`config.mk`:
```
export PLATFORM = sky130hd
export DESIGN_NAME = bldc_commutation_sequencer
export DESIGN_NICKNAME = d
export VERILOG_FILES = /design/src/rtl/bldc_pkg.sv /design/src/rtl/hall_debounce.sv /design/src/rtl/bldc_commutation_sequencer.sv
export SDC_FILE = /design/constraint.sdc
export NUM_CORES = 1
export LEC_CHECK = 0
export ABC_CLOCK_PERIOD_IN_PS = 2210
export BUFFER_PORTS_ARGS = -buffer_cell sky130_fd_sc_hd__buf_2
export CAP_MARGIN = 15
export CORE_MARGIN = 2
export CORE_UTILIZATION = 45
export CTS_CLUSTER_DIAMETER = 50
export CTS_CLUSTER_SIZE = 12
export DETAILED_ROUTE_END_ITERATION = 10
export PLACE_DENSITY_LB_ADDON = 0.15
export SLEW_MARGIN = 30
export SYNTH_ARGS = -nofsm -noshare
export SYNTH_HDL_FRONTEND = slang
export SYNTH_SLANG_ARGS = --single-unit
```
`constraint.sdc`:
```
create_clock -name clk -period 2.21 [get_ports clk]
set_clock_uncertainty 0.05 [all_clocks]
set_input_delay 0.1105 -clock clk [delete_from_list [all_inputs] [get_ports clk]]
set_output_delay 0.1105 -clock clk [all_outputs]
set_load 0.01 [all_outputs]
```
`src/rtl/bldc_pkg.sv`:
```
// Shared definitions for the BLDC commutation sequencer: FSM state encoding,
// the two hall codes that can never occur on a healthy sensor, and the period width.
package bldc_pkg;

  typedef enum logic [1:0] {
    ST_IDLE     = 2'd0,
    ST_RUN      = 2'd1,
    ST_DEADTIME = 2'd2,
    ST_FAULT    = 2'd3
  } state_t;

  localparam logic [2:0] HALL_INVALID_LO = 3'b000;
  localparam logic [2:0] HALL_INVALID_HI = 3'b111;
  localparam int         PERIOD_W        = 24;

  function automatic logic hall_valid(input logic [2:0] code);
    return (code != HALL_INVALID_LO) && (code != HALL_INVALID_HI);
  endfunction

endpackage

```
`src/rtl/hall_debounce.sv`:
```
// Two-flop synchroniser plus debounce for the hall inputs; a new code is accepted
// after it has been seen unchanged for DEBOUNCE_CYCLES cycles and pulses comm_pulse.
module hall_debounce #(
  parameter int DEBOUNCE_CYCLES = 16
) (
  input  logic       clk,
  input  logic       rst,
  input  logic [2:0] hall_raw,
  output logic [2:0] hall_out,
  output logic       comm_pulse
);

  localparam int CNT_W = $clog2(DEBOUNCE_CYCLES + 1);

  logic [2:0]       sync1;
  logic [2:0]       sync2;
  logic [2:0]       cand;
  logic [CNT_W-1:0] cnt;
  logic [CNT_W-1:0] cnt_next;

  // A different candidate restarts the run of stable samples at one
  always_comb begin
    cnt_next = (sync2 == cand) ? cnt + CNT_W'(1) : CNT_W'(1);
  end

  always_ff @(posedge clk or posedge rst) begin
    if (rst) begin
      sync1      <= 3'b000;
      sync2      <= 3'b000;
      cand       <= 3'b000;
      cnt        <= '0;
      hall_out   <= 3'b000;
      comm_pulse <= 1'b0;
    end else begin
      sync1      <= hall_raw;
      sync2      <= sync1;
      comm_pulse <= 1'b0;
      if (sync2 == hall_out) begin
        cnt <= '0;
      end else if (cnt_next >= CNT_W'(DEBOUNCE_CYCLES)) begin
        hall_out   <= sync2;
        comm_pulse <= 1'b1;
        cnt        <= '0;
      end else begin
        cand <= sync2;
        cnt  <= cnt_next;
      end
    end
  end

endmodule

```
`src/rtl/bldc_commutation_sequencer.sv`:
```
// BLDC run/dead-time/fault sequencer around a debounced hall code.
// Define BLDC_SPEED_MEAS_EN to add the 24-bit commutation period output.
module bldc_commutation_sequencer
  import bldc_pkg::*;
#(
  parameter int DEBOUNCE_CYCLES = 16,
  parameter int DEADTIME_CYCLES = 32,
  parameter int STALL_CYCLES    = 1048576
) (
  input  logic                clk,
  input  logic                rst,
  input  logic [2:0]          hall_raw,
  input  logic                run_req,
  input  logic                dir_req,
  input  logic                fault_clr,
  output logic [2:0]          hall_out,
  output logic                sign,
  output logic                drive_en,
  output logic                comm_pulse,
  output logic                fault,
  output logic [1:0]          state
`ifdef BLDC_SPEED_MEAS_EN
  ,
  output logic [PERIOD_W-1:0] period
`endif
);

  localparam int DT_W = $clog2(DEADTIME_CYCLES + 1);
  localparam int ST_W = $clog2(STALL_CYCLES + 1);

  state_t          cur;
  state_t          nxt;
  logic            sign_load;
  logic            hall_bad;
  logic            dt_done;
  logic            stall_hit;
  logic [DT_W-1:0] dt_cnt;
  logic [ST_W-1:0] stall_cnt;

  hall_debounce #(
    .DEBOUNCE_CYCLES(DEBOUNCE_CYCLES)
  ) u_hall_debounce (
    .clk       (clk),
    .rst       (rst),
    .hall_raw  (hall_raw),
    .hall_out  (hall_out),
    .comm_pulse(comm_pulse)
  );

  assign hall_bad  = !hall_valid(hall_out);
  assign dt_done   = (dt_cnt == DT_W'(DEADTIME_CYCLES - 1));
  assign stall_hit = !comm_pulse && (stall_cnt == ST_W'(STALL_CYCLES - 1));

  always_ff @(posedge clk or posedge rst) begin
    if (rst) begin
      cur <= ST_IDLE;
    end else begin
      cur <= nxt;
    end
  end

  // sign only ever changes on a transition out of IDLE or out of DEADTIME,
  // so it is stable whenever drive_en is high
  always_comb begin
    nxt       = cur;
    sign_load = 1'b0;
    case (cur)
      ST_IDLE: begin
        if (run_req && !hall_bad) begin
          nxt       = ST_DEADTIME;
          sign_load = 1'b1;
        end
      end
      ST_DEADTIME: begin
        if (dt_done) begin
          nxt       = run_req ? ST_RUN : ST_IDLE;
          sign_load = 1'b1;
        end
      end
      ST_RUN: begin
        if (hall_bad || stall_hit) begin
          nxt = ST_FAULT;
        end else if (!run_req || (dir_req != sign)) begin
          nxt = ST_DEADTIME;
        end
      end
      ST_FAULT: begin
        if (fault_clr && !run_req) begin
          nxt = ST_IDLE;
        end
      end
      default: nxt = ST_IDLE;
    endcase
  end

  always_ff @(posedge clk or posedge rst) begin
    if (rst) begin
      dt_cnt    <= '0;
      stall_cnt <= '0;
      sign      <= 1'b0;
    end else begin
      dt_cnt    <= (cur == ST_DEADTIME && !dt_done) ? dt_cnt + DT_W'(1) : '0;
      stall_cnt <= (cur == ST_RUN && !comm_pulse) ? stall_cnt + ST_W'(1) : '0;
      if (sign_load) begin
        sign <= dir_req;
      end
    end
  end

  assign state    = cur;
  assign drive_en = (cur == ST_RUN);
  assign fault    = (cur == ST_FAULT);

`ifdef BLDC_SPEED_MEAS_EN
  localparam logic [PERIOD_W-1:0] PERIOD_MAX = '1;

  logic [PERIOD_W-1:0] per_cnt;
  logic [PERIOD_W-1:0] per_q;

  // per_cnt holds cycles since the last pulse minus one, so the latched value is per_cnt+1
  always_ff @(posedge clk or posedge rst) begin
    if (rst) begin
      per_cnt <= '0;
      per_q   <= '0;
    end else if (cur == ST_FAULT) begin
      per_cnt <= '0;
      per_q   <= '0;
    end else if (comm_pulse) begin
      per_q   <= (per_cnt == PERIOD_MAX) ? PERIOD_MAX : per_cnt + PERIOD_W'(1);
      per_cnt <= '0;
    end else if (per_cnt != PERIOD_MAX) begin
      per_cnt <= per_cnt + PERIOD_W'(1);
    end
  end

  assign period = (cur == ST_FAULT) ? '0 : per_q;
`endif

endmodule

```
-- After elaboration in Yosys (flattened, before gate mapping)
Index checks and enable logic that the tools add are counted.
- equality and inequality tests: 13
- add/sub/neg operators: 3
- muxes and demuxes: 17
- reductions and logical operators: 17
- bitwise operators: 2
- $lt $le $gt $ge: 1
- operators by type and width (operator ; number):
    21-bit by 1-bit adder with 21-bit output, second input constant ; 1
    21-bit by 20-bit equality test with 1-bit output, second input constant ; 1
    21-bit two-way mux ; 1
    5-bit two-way mux ; 3
    2-bit two-way mux ; 5
    2-bit case mux with 4 select lines ; 1
    6-bit by 1-bit adder with 6-bit output, second input constant ; 1
    3-bit equality test ; 2
    6-bit by 5-bit equality test with 1-bit output, second input constant ; 1
    1-bit logical AND ; 6
    6-bit two-way mux ; 1
    5-bit by 1-bit adder with 5-bit output, second input constant ; 1
    5-bit greater-or-equal comparator, second input constant ; 1
    1-bit two-way mux ; 5
    2-bit equality test, second input constant ; 2
    1-bit zero test ; 4
    2-bit != test, second input constant ; 2
    2-bit AND reduction ; 2
    4-bit AND reduction ; 1
    3-bit by 1-bit != test with 1-bit output, second input constant ; 1
    3-bit != test, second input constant ; 1
    3-bit nonzero test ; 1
    2-bit by 1-bit equality test with 1-bit output, second input constant ; 1
    2-bit zero test ; 1
    other kinds (5) ; 7
- register bits after elaboration: 48

-- Depth between registers and ports, before layout
Gate-level depths: netlist of run 1.
- depth after elaboration: 6
- mapped depth: 6
- gate-level depth less buffers: 6

-- Cells and area by module
Synthesis of run 1 repeated with hierarchy kept, for this count alone.
- cell total of the unflattened synthesis: 203
- area, all modules: 2260.9 µm²
- by module, submodules not included (module ; cells each ; area each (µm²) ; instances ; seq. area each (µm²)):
    bldc_commutation_sequencer ; 153 ; 1539.0 ; 1 ; 750.7
    hall_debounce ; 50 ; 721.9 ; 1 ; 450.4

-- Least setup slack after synthesis of run 1
Ideal clock, no wire load.
- kind: reg2reg
- from: reg u_hall_debounce.cnt[0]
- to: reg u_hall_debounce.cand[1]
- stages on the path, launching flop included: 7
- setup slack: 451 ps
- arrival time: 1584 ps
- cell sequence: dfrtp_1 -> ha_1 -> nand3_1 -> xor2_1 -> and2b_4 -> or2_4 -> mux2_4
- longest elaborated chain between the ends: 5
- ends and longest elaborated chain (what ; RTL line ; source):
    start, declared ; hall_debounce.sv:18 ; logic [CNT_W-1:0] cnt;
    start signal, assigned ; hall_debounce.sv:46 ; cnt <= cnt_next;
    5-bit by 1-bit adder with 5-bit output ; hall_debounce.sv:23 ; cnt_next = (sync2 == cand) ? cnt + CNT_W'(1) : CNT_W'(1);
    5-bit two-way mux ; hall_debounce.sv:23 ;
    5-bit greater-or-equal comparator ; hall_debounce.sv:40 ; end else if (cnt_next >= CNT_W'(DEBOUNCE_CYCLES)) begin
    1-bit inverter (no source line) ; n/a ;
    2-bit AND reduction (no source line) ; n/a ;
    end signal, assigned ; hall_debounce.sv:45 ; cand <= sync2;
    end, declared ; hall_debounce.sv:17 ; logic [2:0] cand;
Every way passes these cells.
A chain may end at the register's enable or synchronous reset.

-- Final worst setup path of run 1
- from: reg u_hall_debounce.cnt[0]
- to: reg u_hall_debounce.cand[2]
The elaborated chain is that of the path after synthesis.

==> results_tabular.tex, run 1 <==
\begin{tabular}{lr}
\hline
Metric & Value \\
\hline
\multicolumn{2}{l}{\textbf{Floorplan}} \\
Horizontal die dimension & 73.84 um \\
Starting density of the core & 0.4646 \\
Number of cell rows & 25 \\
Core outline area & 4723 sq um \\
Die Outline Area & roughly 5500 sq um \\
Boundary pin count & 17 \\
Height of the die & around 74 um \\
\multicolumn{2}{l}{\textbf{Setup path}} \\
WP data arrival & around 2 ns \\
Critical path fanouts, max & 5 \\
Master of the slowest instance on the critical path & sky130\_fd\_sc\_hd\_\_dfrtp\_1 \\
Data required, critical path & between 2 and 2.5 ns \\
Critical Path End Type & flop \\
Type of the worst setup path & flop to flop \\
Crit-path cells & ha\_1, nand3\_1, xor2\_1, and2b\_4, or2\_4, mux2\_4 \\
Startpoint type of the worst setup path & flop \\
Crit path largest cell delay & around 0.41 ns \\
\multicolumn{2}{l}{\textbf{Timing}} \\
Portion of the clock cycle consumed by the worst path in the final layout & 0.8381 \\
Clock period minus final worst setup slack & between 1.5 and 2 ns \\
Count of final max-slew check failures & 0 \\
Hold violation total from the final report & 0 \\
Post-Route Setup TNS & 0 ns \\
Slew @ Worst Pin & between 0.5 and 0.6 ns \\
Max Freq & between 500 and 600 MHz \\
Max\_slew headroom & 0.6153 \\
Worst Slack Setup Final & $\sim$0.36 ns \\
Setup Viol. Count Final & 0 \\
RSZ-0062 raised after global routing & no \\
\multicolumn{2}{l}{\textbf{Placement}} \\
Cell area after placement & roughly 2400 sq um \\
Count of input and output buffers & 16 \\
HPWL reported at the end of detailed placement & $\sim$2.7 mm \\
Post-Place Cells & approximately 280 \\
Pre-CTS setup slack & around 0.37 ns \\
Final estimated routing congestion in global placement & 0.8192 \\
\multicolumn{2}{l}{\textbf{Cells and area}} \\
Layout cell share with drive strength beyond 1 & 0.1965 \\
Number of standard cells in the layout, taps in and fillers out & between 200 and 300 \\
Relative area change from synthesis to final layout & 15.85\% \\
Post-layout net count & between 200 and 250 \\
Final standard cell area without fillers & 2542 sq um \\
Antenna cell count & 0 \\
\multicolumn{2}{l}{\textbf{Power and ir drop}} \\
Power density normalized to cell area & between 800 and 900 nW/um\^{}2 \\
Static leakage & 1.150 nW \\
Worst-case vdd ir drop & between 0.0006 and 0.0007 V \\
\multicolumn{2}{l}{\textbf{Synth}} \\
Portion of the post-synthesis area used by sequential elements & 0.5473 \\
Nets in the synthesized netlist & between 200 and 250 \\
Distinct cells, synth & 37 \\
Synth Area per Inst & $\sim$11 sq um \\
Cells after synthesis & between 150 and 200 \\
Flops \& latches, synth & 48 \\
Mapped cell area & 2195 sq um \\
Count of synthesis-stage warnings from yosys & 0 \\
\multicolumn{2}{l}{\textbf{Detailed routing}} \\
Total number of vias & 1445 \\
Detailed router's first-iteration violation count & 56 \\
Total Routed Length & $\sim$3.7 mm \\
Routed wirelength normalized by instance count & 12.59 um \\
DRC violations left & 0 \\
First drt pass iteration count & 4 \\
ANT nets after route & 0 \\
Vias per cell & about 4.9 \\
\multicolumn{2}{l}{\textbf{CTS}} \\
CTS H-tree depth & 2 \\
CTS tree & done \\
Maximum count of clock buffers along a single path & 2 \\
Later-pin clock latency in the skew report & around 0.3 ns \\
Count of clock tree sinks & 48 \\
Clk slew on worst S/H paths & $\sim$0.09 ns \\
TritonCTS Buffers & 5 \\
Root Driver & sky130\_fd\_sc\_hd\_\_clkbuf\_8 \\
Number of gates resized after CTS & 0 \\
\multicolumn{2}{l}{\textbf{GRT}} \\
Number of antenna violations at the first check in global routing & 0 \\
Global router's overall resource usage & 0.1504 \\
Pin count of the biggest net entering global routing & 29 \\
Global-route wire length before repair & $\sim$6.3 mm \\
Number of global-route vias before repair & 1452 \\
Total global routing overflow & 0 \\
\multicolumn{2}{l}{\textbf{Worst hold path}} \\
Path type of the worst min-delay path & primary input to flop \\
\multicolumn{2}{l}{\textbf{Status}} \\
Run status & complete, no violations \\
\multicolumn{2}{l}{\textbf{Job}} \\
Maxcap violations & 0 \\
\hline
\end{tabular}
-- metal layers --
metal,wire (um),vias to the layer above,track usage
met2,1762,28,0.2411
met5,0,-,0
met4,42,0,0.05455
met3,123,5,0.03704
li1,-,713,-
met1,1797,699,0.1974
-- cells in the mapped netlist --
cell	instances	share of area
sky130_fd_sc_hd__dfrtp_1	48	0.55
sky130_fd_sc_hd__nor2_1	40	0.068
sky130_fd_sc_hd__xor2_1	21	0.084
sky130_fd_sc_hd__nand3_1	13	0.030
sky130_fd_sc_hd__xnor2_1	12	0.048
sky130_fd_sc_hd__nand2_1	9	0.015
sky130_fd_sc_hd__inv_1	7	0.012
sky130_fd_sc_hd__and3_1	5	0.014
sky130_fd_sc_hd__nand4_1	5	0.014
sky130_fd_sc_hd__mux2_2	4	0.021
sky130_fd_sc_hd__clkbuf_1	3	0.0051
sky130_fd_sc_hd__ha_1	3	0.017
sky130_fd_sc_hd__mux2_4	2	0.014
sky130_fd_sc_hd__nand2b_1	2	0.0057
sky130_fd_sc_hd__nor3_1	2	0.0046
sky130_fd_sc_hd__nor3_2	2	0.0091
sky130_fd_sc_hd__a21oi_1	1	0.0023
sky130_fd_sc_hd__a22o_1	1	0.0040
sky130_fd_sc_hd__a22oi_2	1	0.0057
sky130_fd_sc_hd__a31oi_1	1	0.0029
sky130_fd_sc_hd__and2_1	1	0.0029
sky130_fd_sc_hd__and2b_4	1	0.0046
sky130_fd_sc_hd__and3_4	1	0.0051
sky130_fd_sc_hd__and4_1	1	0.0040
sky130_fd_sc_hd__conb_1	1	0.0017
sky130_fd_sc_hd__mux2_1	1	0.0051
sky130_fd_sc_hd__mux2i_1	1	0.0046
sky130_fd_sc_hd__nand3b_1	1	0.0034
sky130_fd_sc_hd__nand4_4	1	0.0097
sky130_fd_sc_hd__nor2b_1	1	0.0029
sky130_fd_sc_hd__nor3b_1	1	0.0034
sky130_fd_sc_hd__nor4_4	1	0.0097
sky130_fd_sc_hd__o21ai_0	1	0.0023
sky130_fd_sc_hd__o311ai_2	1	0.0074
sky130_fd_sc_hd__or2_2	1	0.0029
sky130_fd_sc_hd__or2_4	1	0.0040
sky130_fd_sc_hd__or3_1	1	0.0029
-- cell families (layout without fill, tap and decap cells) --
group                      Yosys count  in the layout  synth area share
buffers and inverters               10             40           0.01711
DFF                                 48             48            0.5473
muxes                                8              8           0.04390
and+or+nand+nor                     90             90            0.2167
AOI/OAI and AO/OA                    6              6           0.02451
xor gates and xnor gates            33             33            0.1317
other                                1              1          0.001709
adders and majority gates            3              3           0.01711
-- cell type report --
class                      count  area (sq um)
inverter                       7         26.28
fill                         402          2181
multi-input combinational    141         955.9
timing repair buffer          25         160.2
sequential                    48          1201
clock inverter                 3         46.29
tap                           67         83.83
clock buffer                   5         68.82
-- cells in the final DEF (no fill, tap or decap), types with 6 or more instances in the layout --
cell	count
sky130_fd_sc_hd__xnor2_1	12
sky130_fd_sc_hd__nand3_1	13
sky130_fd_sc_hd__xor2_1	21
sky130_fd_sc_hd__nand2_1	9
sky130_fd_sc_hd__inv_1	6
sky130_fd_sc_hd__buf_2	16
sky130_fd_sc_hd__nor2_1	40
sky130_fd_sc_hd__dfrtp_1	48
-- flip-flops by register name (all words and copies together) (netlist names) --
signal	flops
u_hall_debounce.comm_pulse	1
u_hall_debounce.sync2	3
sign	1
u_hall_debounce.cnt	5
dt_cnt	6
stall_cnt	21
u_hall_debounce.sync1	3
u_hall_debounce.cand	3
state	2
u_hall_debounce.hall_out	3
-- stage by stage --
step	hold WS (ns)	total power, mW	util
CTS	0.08199	2.274	0.5383
global route	0.1066	2.369	0.5383
global placement	0.1689	1.586	0.5033
floorplan	0.09193	1.476	-
finish	0.09659	2.236	0.5383
detailed placement	0.1702	1.616	0.5033
-- final timing paths --
check	from	endpoint	slack [ns]	depth (start not counted)
max in group asynchronous	rst	u_hall_debounce.cand[1]$_DFFE_PP0P_	1.17	4
setup / recovery	u_hall_debounce.cnt[0]$_DFF_PP0_	u_hall_debounce.cand[2]$_DFFE_PP0P_	0.36	6
hold / removal	run_req	state[0]$_DFFE_PP0P_	0.1	3
setup reg to reg	u_hall_debounce.cnt[0]$_DFF_PP0_	u_hall_debounce.cand[2]$_DFFE_PP0P_	0.36	6
hold reg to reg	u_hall_debounce.sync1[2]$_DFF_PP0_	u_hall_debounce.sync2[2]$_DFF_PP0_	0.30	0
min in group asynchronous	rst	u_hall_debounce.sync1[2]$_DFF_PP0_	0.36	3
-- worst max-delay path, delay by kind of cell, from the launching register on --
kind                     cells  cell delay [ns]
flip-flops                   1             0.41
AND/OR/NAND/NOR              3             0.58
XOR/XNOR                     1             0.17
adder cells (fa/ha/maj)      1             0.24
multiplexers                 1             0.30
-- where the power goes --
part           total (mW)  switching (mW)  internal (mW)
clock               0.639           0.298          0.341
combinational       0.473           0.223          0.249
sequential           1.12           0.120           1.00
-- timing repair --
| action | CTS | global route |
|---|---|---|
| setup endpoints to repair | 0 | 0 |
| hold buffers | 5 | 0 |
| hold endpoints to repair | 30 | 0 |
| setup buffers | 0 | 0 |
(Power assumes the default switching activity.)
==> inputs of run 2 (changes only) <==
- ABC_CLOCK_PERIOD_IN_PS: 2210 -> 1600
- clock period: 2.21 -> 1.6 ns (I/O delays scaled with it)
==> run 2 against run 1 <==
Compared with the run above:
- the run now ends with negative setup slack left
- power is 51% higher
- non-clock buffer count grew 29
- clock power up 43%
- critical path depth did not move
- die area unchanged
- critical endpoint unchanged
- global-route usage up 2.9 points
- register-to-register slack got worse by 0.49 ns
- clock-buffer cell count rose by 1
==> results_tabular.tex, run 2 (synthesized netlist as in run 1, its figures left out) <==
\begin{tabular}{lr}
\hline
Metric & Value \\
\hline
\multicolumn{2}{l}{\textbf{Floorplan}} \\
Core outline area & 4723 sq um (unchanged) \\
Boundary pin count & 17 (unchanged) \\
Height of the die & 73.84 um (unchanged) \\
Starting density of the core & 0.4646 (unchanged) \\
Horizontal die dimension & 73.84 um (unchanged) \\
Die Outline Area & 5452 sq um (unchanged) \\
Number of cell rows & 25 (unchanged) \\
\multicolumn{2}{l}{\textbf{Timing}} \\
RSZ-0062 raised after global routing & yes \\
Hold violation total from the final report & 0 (unchanged) \\
Portion of the clock cycle consumed by the worst path in the final layout & 1.084 (+0.2462) \\
Worst Slack Setup Final & -0.1348 ns (-0.4927 ns) \\
Setup Viol. Count Final & 8 (+8) \\
Clock period minus final worst setup slack & 1.735 ns (-0.1173 ns) \\
Max Freq & 576.4 MHz (+6.8\%) \\
Count of final max-slew check failures & 0 (unchanged) \\
\multicolumn{2}{l}{\textbf{Detailed routing}} \\
Routed wirelength normalized by instance count & 13.37 um (+6.2\%) \\
Vias per cell & 4.898 (+0.34\%) \\
ANT nets after route & 0 (unchanged) \\
DRC violations left & 0 (unchanged) \\
Total Routed Length & 4.346 mm (+17\%) \\
Total number of vias & 1592 (+10\%) \\
Detailed router's first-iteration violation count & 62 (+11\%) \\
First drt pass iteration count & 4 (unchanged) \\
\multicolumn{2}{l}{\textbf{CTS}} \\
Clk slew on worst S/H paths & 0.09 ns (about the same) \\
TritonCTS Buffers & 5 (unchanged) \\
Later-pin clock latency in the skew report & 0.30 ns (about the same) \\
Root Driver & sky130\_fd\_sc\_hd\_\_clkbuf\_8 \\
CTS H-tree depth & 2 (unchanged) \\
Maximum count of clock buffers along a single path & 2 (unchanged) \\
CTS tree & done \\
Count of clock tree sinks & 48 (unchanged) \\
\multicolumn{2}{l}{\textbf{Setup path}} \\
Critical path fanouts, max & 3 (-2) \\
Crit path largest cell delay & 0.41 ns (about the same) \\
Crit-path cells & ha\_2, nand3\_2, xor2\_2, and2b\_4, or2\_4, mux2\_4 \\
Startpoint type of the worst setup path & flop \\
Family with the most delay on the worst path & simple AND/OR/NAND/NOR gates \\
Critical Path End Type & flop \\
Type of the worst setup path & flop to flop \\
CP bufs+invs & 0 (unchanged) \\
Master of the slowest instance on the critical path & sky130\_fd\_sc\_hd\_\_dfrtp\_1 \\
Data required, critical path & 1.74 ns (-0.61 ns) \\
WP data arrival & 1.88 ns (-0.11 ns) \\
\multicolumn{2}{l}{\textbf{GRT}} \\
Number of antenna violations at the first check in global routing & 0 (unchanged) \\
Pin count of the biggest net entering global routing & 49 (+69\%) \\
Number of global-route vias before repair & 1734 (+19\%) \\
Global-route wire length before repair & 7.403 mm (+17\%) \\
Total global routing overflow & 0 (unchanged) \\
Global router's overall resource usage & 0.1791 (+0.02867) \\
\multicolumn{2}{l}{\textbf{Power and ir drop}} \\
Overall power of the completed layout & 3.374 mW (+51\%) \\
Worst-case vdd ir drop & 0.0007122 V (+17\%) \\
Power density normalized to cell area & 1181 nW/um\^{}2 (+34\%) \\
Static leakage & 1.303 nW (+13\%) \\
\multicolumn{2}{l}{\textbf{Cells and area}} \\
Post-layout net count & 268 (+12\%) \\
Reg with most FFs & stall\_cnt \\
Relative area change from synthesis to final layout & 30.22\% \\
Top Registers & stall\_cnt x21, dt\_cnt x6, u\_hall\_debounce.cnt x5 \\
Most frequent cells in the layout & sky130\_fd\_sc\_hd\_\_dfrtp\_1, sky130\_fd\_sc\_hd\_\_nor2\_1, sky130\_fd\_sc\_hd\_\_buf\_4 \\
Flip-flop count of the largest register after layout & 21 (unchanged) \\
Layout cell share with drive strength beyond 1 & 0.3450 (+0.1485) \\
Most frequent standard cell in the layout excluding fill and tap cells & sky130\_fd\_sc\_hd\_\_dfrtp\_1 \\
Antenna cell count & 0 (unchanged) \\
\multicolumn{2}{l}{\textbf{Placement}} \\
HPWL reported at the end of detailed placement & 3.002 mm (+10\%) \\
Final estimated routing congestion in global placement & 0.8252 (+0.73\%) \\
Pre-CTS setup slack & -0.1413 ns (-0.5097 ns) \\
Count of input and output buffers & 16 (unchanged) \\
\multicolumn{2}{l}{\textbf{Status}} \\
Run status & finished with violations \\
Violated checks & negative setup slack \\
\multicolumn{2}{l}{\textbf{Job}} \\
Maxcap violations & 0 (unchanged) \\
\multicolumn{2}{l}{\textbf{Worst hold path}} \\
Path type of the worst min-delay path & primary input to flop \\
\hline
\end{tabular}
==> run 2: cell types whose count changed in the layout (fill, tap and decap cells not counted), sizes merged <==
cell	change
clkinv	+1
clkbuf	+1
buf	+29
clkinvlp	-1
inv	-1
==> run 2: what timing repair did <==
item	4_1_cts	5_1_grt
endpoints found under the setup margin	7	16
endpoints found under the hold margin	52	0
setup buffers	1	7
pin swaps	1	10
hold buffers	5	0
gates resized for setup	3	11
==> run 2: per-stage QoR <==
stage            util  setup TNS, ns  hold slack [ns]  area [sq um]  instances
5_1_grt        0.6050         -1.590          0.07920          2858        325
6_report       0.6050        -0.5368          0.05897          2858        325
3_5_place_dp   0.5420        -0.5503          0.08910          2560        304
2_1_floorplan       -        -0.2058          0.06143          2207        199
4_1_cts        0.5820        -0.5505          0.05330          2749        318
3_3_place_gp   0.5420        -0.2400          0.07951          2560        304
==> run 2: power by group <==
part           internal, mW  switching (mW)
logic                 0.510           0.398
clock network         0.511           0.405
registers              1.39           0.161
total                  2.41           0.963
==> run 2: per-layer routing <==
| layer | up-vias | global-route usage | share of wire |
|---|---|---|---|
| li1 | 770 | - | - |
| met1 | 788 | 0.2131 | 0.45 |
| met2 | 24 | 0.3105 | 0.51 |
| met3 | 10 | 0.04664 | 0.023 |
| met4 | 0 | 0.06465 | 0.016 |
| met5 | - | 0 | 0 |
==> run 2: layout make-up <==
type / count / area (sq um)
Clock buffer: 6 / 82.58
Clock inverter: 2 / 38.79
Fill cell: 409 / 1866
Inverter: 7 / 26.28
Multi-Input combinational cell: 141 / 1033
Sequential cell: 48 / 1202
Tap cell: 67 / 83.83
Timing Repair Buffer: 54 / 390.4
==> run 2: final timing paths <==
kind | start | endpoint | slack, ns | cells after the start
max | u_hall_debounce.cnt[0]$_DFF_PP0_ | u_hall_debounce.cand[2]$_DFFE_PP0P_ | -0.13 | 6
min | run_req | state[0]$_DFFE_PP0P_ | 0.06 | 3
max reg2reg | u_hall_debounce.cnt[0]$_DFF_PP0_ | u_hall_debounce.cand[2]$_DFFE_PP0P_ | -0.13 | 6
min reg2reg | u_hall_debounce.sync1[2]$_DFF_PP0_ | u_hall_debounce.sync2[2]$_DFF_PP0_ | 0.31 | 0
max in group asynchronous | rst | stall_cnt[2]$_DFF_PP0_ | 0.96 | 4
min in group asynchronous | rst | dt_cnt[4]$_DFF_PP0_ | 0.30 | 4
==> run 2: worst min-delay path, stage by stage <==
cell and delay (ns):
sky130_fd_sc_hd__buf_2 0.10, sky130_fd_sc_hd__nand4_1 0.11, sky130_fd_sc_hd__o311ai_2 0.09
==> inputs of run 3 (changes only) <==
- HOLD_SLACK_MARGIN: not set -> 0.06
==> run 3 against run 2 <==
Compared with the run above:
- the flow still finishes with violations (negative setup slack)
- register-to-register slack about the same
- design area is 0.35% higher
- clock-buffer cell count is the same
- die area is the same
- cell count up 0.31%
- fmax about the same
- non-clock buffer count grew 1
- sequential share of layout area fell by 0.15 points
- critical path depth stayed put
- critical path type unchanged
- global-route usage barely moved
- combinational power is essentially flat
- via count increased by 0.19%
==> results_tabular.tex, run 3 (synthesized netlist as in run 1, its figures left out) <==
\begin{tabular}{lr}
\hline
Metric & Value \\
\hline
\multicolumn{2}{l}{\textbf{Placement}} \\
Final estimated routing congestion in global placement & 0.8252 (unchanged) \\
Pre-CTS setup slack & -0.1413 ns (unchanged) \\
Count of input and output buffers & 16 (unchanged) \\
HPWL reported at the end of detailed placement & 3.002 mm (unchanged) \\
\multicolumn{2}{l}{\textbf{GRT}} \\
Pin count of the biggest net entering global routing & 49 (unchanged) \\
Total global routing overflow & 0 (unchanged) \\
Number of global-route vias before repair & 1729 (-0.29\%) \\
Global router's overall resource usage & 0.1788 (-0.0002893) \\
Global-route wire length before repair & 7.396 mm (about the same) \\
Number of antenna violations at the first check in global routing & 0 (unchanged) \\
\multicolumn{2}{l}{\textbf{Floorplan}} \\
Die Outline Area & 5452 sq um (unchanged) \\
Height of the die & 73.84 um (unchanged) \\
Starting density of the core & 0.4646 (unchanged) \\
Core outline area & 4723 sq um (unchanged) \\
Horizontal die dimension & 73.84 um (unchanged) \\
Boundary pin count & 17 (unchanged) \\
Number of cell rows & 25 (unchanged) \\
\multicolumn{2}{l}{\textbf{Setup path}} \\
Register-to-register setup slack & -0.13 ns (about the same) \\
WP data arrival & 1.88 ns (about the same) \\
Crit-path cells & ha\_2, nand3\_2, xor2\_2, and2b\_4, or2\_4, mux2\_4 \\
Startpoint type of the worst setup path & flop \\
Crit path largest cell delay & 0.41 ns (about the same) \\
Data required, critical path & 1.74 ns (about the same) \\
Type of the worst setup path & flop to flop \\
Cell count of the worst reg-to-reg path & 6 (unchanged) \\
Startpoint of the most critical register-to-register path & u\_hall\_debounce.cnt[0]\$\_DFF\_PP0\_ \\
Worst flop-to-flop path endpoint & u\_hall\_debounce.cand[2]\$\_DFFE\_PP0P\_ \\
Critical path fanouts, max & 3 (unchanged) \\
Critical Path End Type & flop \\
Master of the slowest instance on the critical path & sky130\_fd\_sc\_hd\_\_dfrtp\_1 \\
\multicolumn{2}{l}{\textbf{Cells and area}} \\
Antenna cell count & 0 (unchanged) \\
Post-layout net count & 269 (+0.37\%) \\
Relative area change from synthesis to final layout & 30.67\% \\
Layout cell share with drive strength beyond 1 & 0.3436 (-0.001332) \\
Top Registers & stall\_cnt x21, dt\_cnt x6, u\_hall\_debounce.cnt x5 \\
Most frequent cells in the layout & sky130\_fd\_sc\_hd\_\_dfrtp\_1, sky130\_fd\_sc\_hd\_\_nor2\_1, sky130\_fd\_sc\_hd\_\_buf\_4 \\
Most frequent standard cell in the layout excluding fill and tap cells & sky130\_fd\_sc\_hd\_\_dfrtp\_1 \\
Reg with most FFs & stall\_cnt \\
Flip-flop count of the largest register after layout & 21 (unchanged) \\
Util after Layout & 0.6072 (+0.002119) \\
\multicolumn{2}{l}{\textbf{Detailed routing}} \\
Vias per cell & 4.893 (-0.12\%) \\
Routed wirelength normalized by instance count & 13.30 um (-0.54\%) \\
ANT nets after route & 0 (unchanged) \\
Total number of vias & 1595 (+0.19\%) \\
Detailed router's first-iteration violation count & 72 (+16\%) \\
DRC violations left & 0 (unchanged) \\
Total Routed Length & 4.336 mm (-0.23\%) \\
First drt pass iteration count & 4 (unchanged) \\
\multicolumn{2}{l}{\textbf{Power and ir drop}} \\
Worst-case vdd ir drop & 0.0007179 V (+0.80\%) \\
Static leakage & 1.308 nW (+0.32\%) \\
Overall power of the completed layout & 3.376 mW (about the same) \\
Power density normalized to cell area & 1177 nW/um\^{}2 (-0.29\%) \\
\multicolumn{2}{l}{\textbf{Worst hold path}} \\
Hold Path Stages & 4 (+1) \\
Path type of the worst min-delay path & primary input to flop \\
Worst-case hold path end point & state[0]\$\_DFFE\_PP0P\_ \\
Launch instance of the worst min-delay path & fault\_clr \\
\multicolumn{2}{l}{\textbf{CTS}} \\
Clk slew on worst S/H paths & 0.09 ns (about the same) \\
Count of clock tree sinks & 48 (unchanged) \\
CTS tree & done \\
Root Driver & sky130\_fd\_sc\_hd\_\_clkbuf\_8 \\
CTS H-tree depth & 2 (unchanged) \\
Later-pin clock latency in the skew report & 0.30 ns (about the same) \\
Maximum count of clock buffers along a single path & 2 (unchanged) \\
TritonCTS Buffers & 5 (unchanged) \\
\multicolumn{2}{l}{\textbf{Job}} \\
Maxcap violations & 0 (unchanged) \\
\multicolumn{2}{l}{\textbf{Status}} \\
Run status & finished with violations \\
Violated checks & negative setup slack \\
\multicolumn{2}{l}{\textbf{Timing}} \\
Portion of the clock cycle consumed by the worst path in the final layout & 1.084 (about the same) \\
RSZ-0062 raised after global routing & yes \\
Setup Viol. Count Final & 9 (+1) \\
Hold violation total from the final report & 0 (unchanged) \\
Worst Slack Setup Final & -0.1337 ns (+0.001071 ns) \\
Count of final max-slew check failures & 0 (unchanged) \\
Clock period minus final worst setup slack & 1.734 ns (-0.001071 ns) \\
Max Freq & 576.8 MHz (about the same) \\
\hline
\end{tabular}
-- run 3: worst max path at each step --
stage | from | endpoint | slack (ns) | depth (start not counted)
floorplan | u_hall_debounce.cnt[0]$_DFF_PP0_ | u_hall_debounce.cand[1]$_DFFE_PP0P_ | -0.09 | 6
global placement | u_hall_debounce.cnt[1]$_DFF_PP0_ | u_hall_debounce.cand[2]$_DFFE_PP0P_ | -0.09 | 6
detailed placement | u_hall_debounce.cnt[1]$_DFF_PP0_ | u_hall_debounce.cand[1]$_DFFE_PP0P_ | -0.14 | 6
CTS | u_hall_debounce.cnt[1]$_DFF_PP0_ | u_hall_debounce.cand[2]$_DFFE_PP0P_ | -0.15 | 6
global route | u_hall_debounce.cnt[1]$_DFF_PP0_ | u_hall_debounce.cand[1]$_DFFE_PP0P_ | -0.18 | 6
finish | u_hall_debounce.cnt[0]$_DFF_PP0_ | u_hall_debounce.cand[2]$_DFFE_PP0P_ | -0.13 | 6
-- run 3: layer usage --
layer	part of all wire	vias to the layer above	track usage	wire, um
met4	0.019	0	0.06465	82
met1	0.45	779	0.2149	1971
met3	0.024	14	0.04664	102
li1	-	772	-	-
met2	0.50	30	0.3075	2178
met5	0	-	0	0
-- run 3: stage by stage --
stage,TNS (ns),std cells,hold WS [ns],area (sq um)
5_1_grt,-1.566,326,0.1789,2868
2_1_floorplan,-0.2058,199,0.06143,2207
4_1_cts,-0.5505,319,0.1264,2759
3_5_place_dp,-0.5503,304,0.08910,2560
3_3_place_gp,-0.2400,304,0.07951,2560
6_report,-0.5360,326,0.1360,2868
-- run 3: timing repair --
item,in CTS,in global routing
endpoints found under the hold margin,53,0
resized for setup,3,11
setup endpoints to repair,7,16
setup buffers,1,7
pin swaps,1,10
hold buffers,6,0
-- run 3: layout make-up --
class	instances	area, sq um
multi-input cells	141	1033
fillers	410	1856
inverters	7	26.28
well taps	67	83.83
flip-flops and latches	48	1202
repair buffers	55	400.4
clock buffers	6	82.58
clock inverters	2	38.79
-- run 3: where the power goes --
part / leakage [nW] / total, mW / switching, mW / internal [mW]
combinational: 0.624 / 0.908 / 0.397 / 0.511
clock: 0.0614 / 0.916 / 0.405 / 0.511
sequential: 0.622 / 1.55 / 0.162 / 1.39
-- run 3: critical path: cells and delay by family (launching register included) --
| kind | cells | cell delay, ns |
|---|---|---|
| xor+xnor | 1 | 0.14 |
| fa+ha+maj | 1 | 0.21 |
| flops | 1 | 0.41 |
| mux | 1 | 0.29 |
| simple gates | 3 | 0.52 |
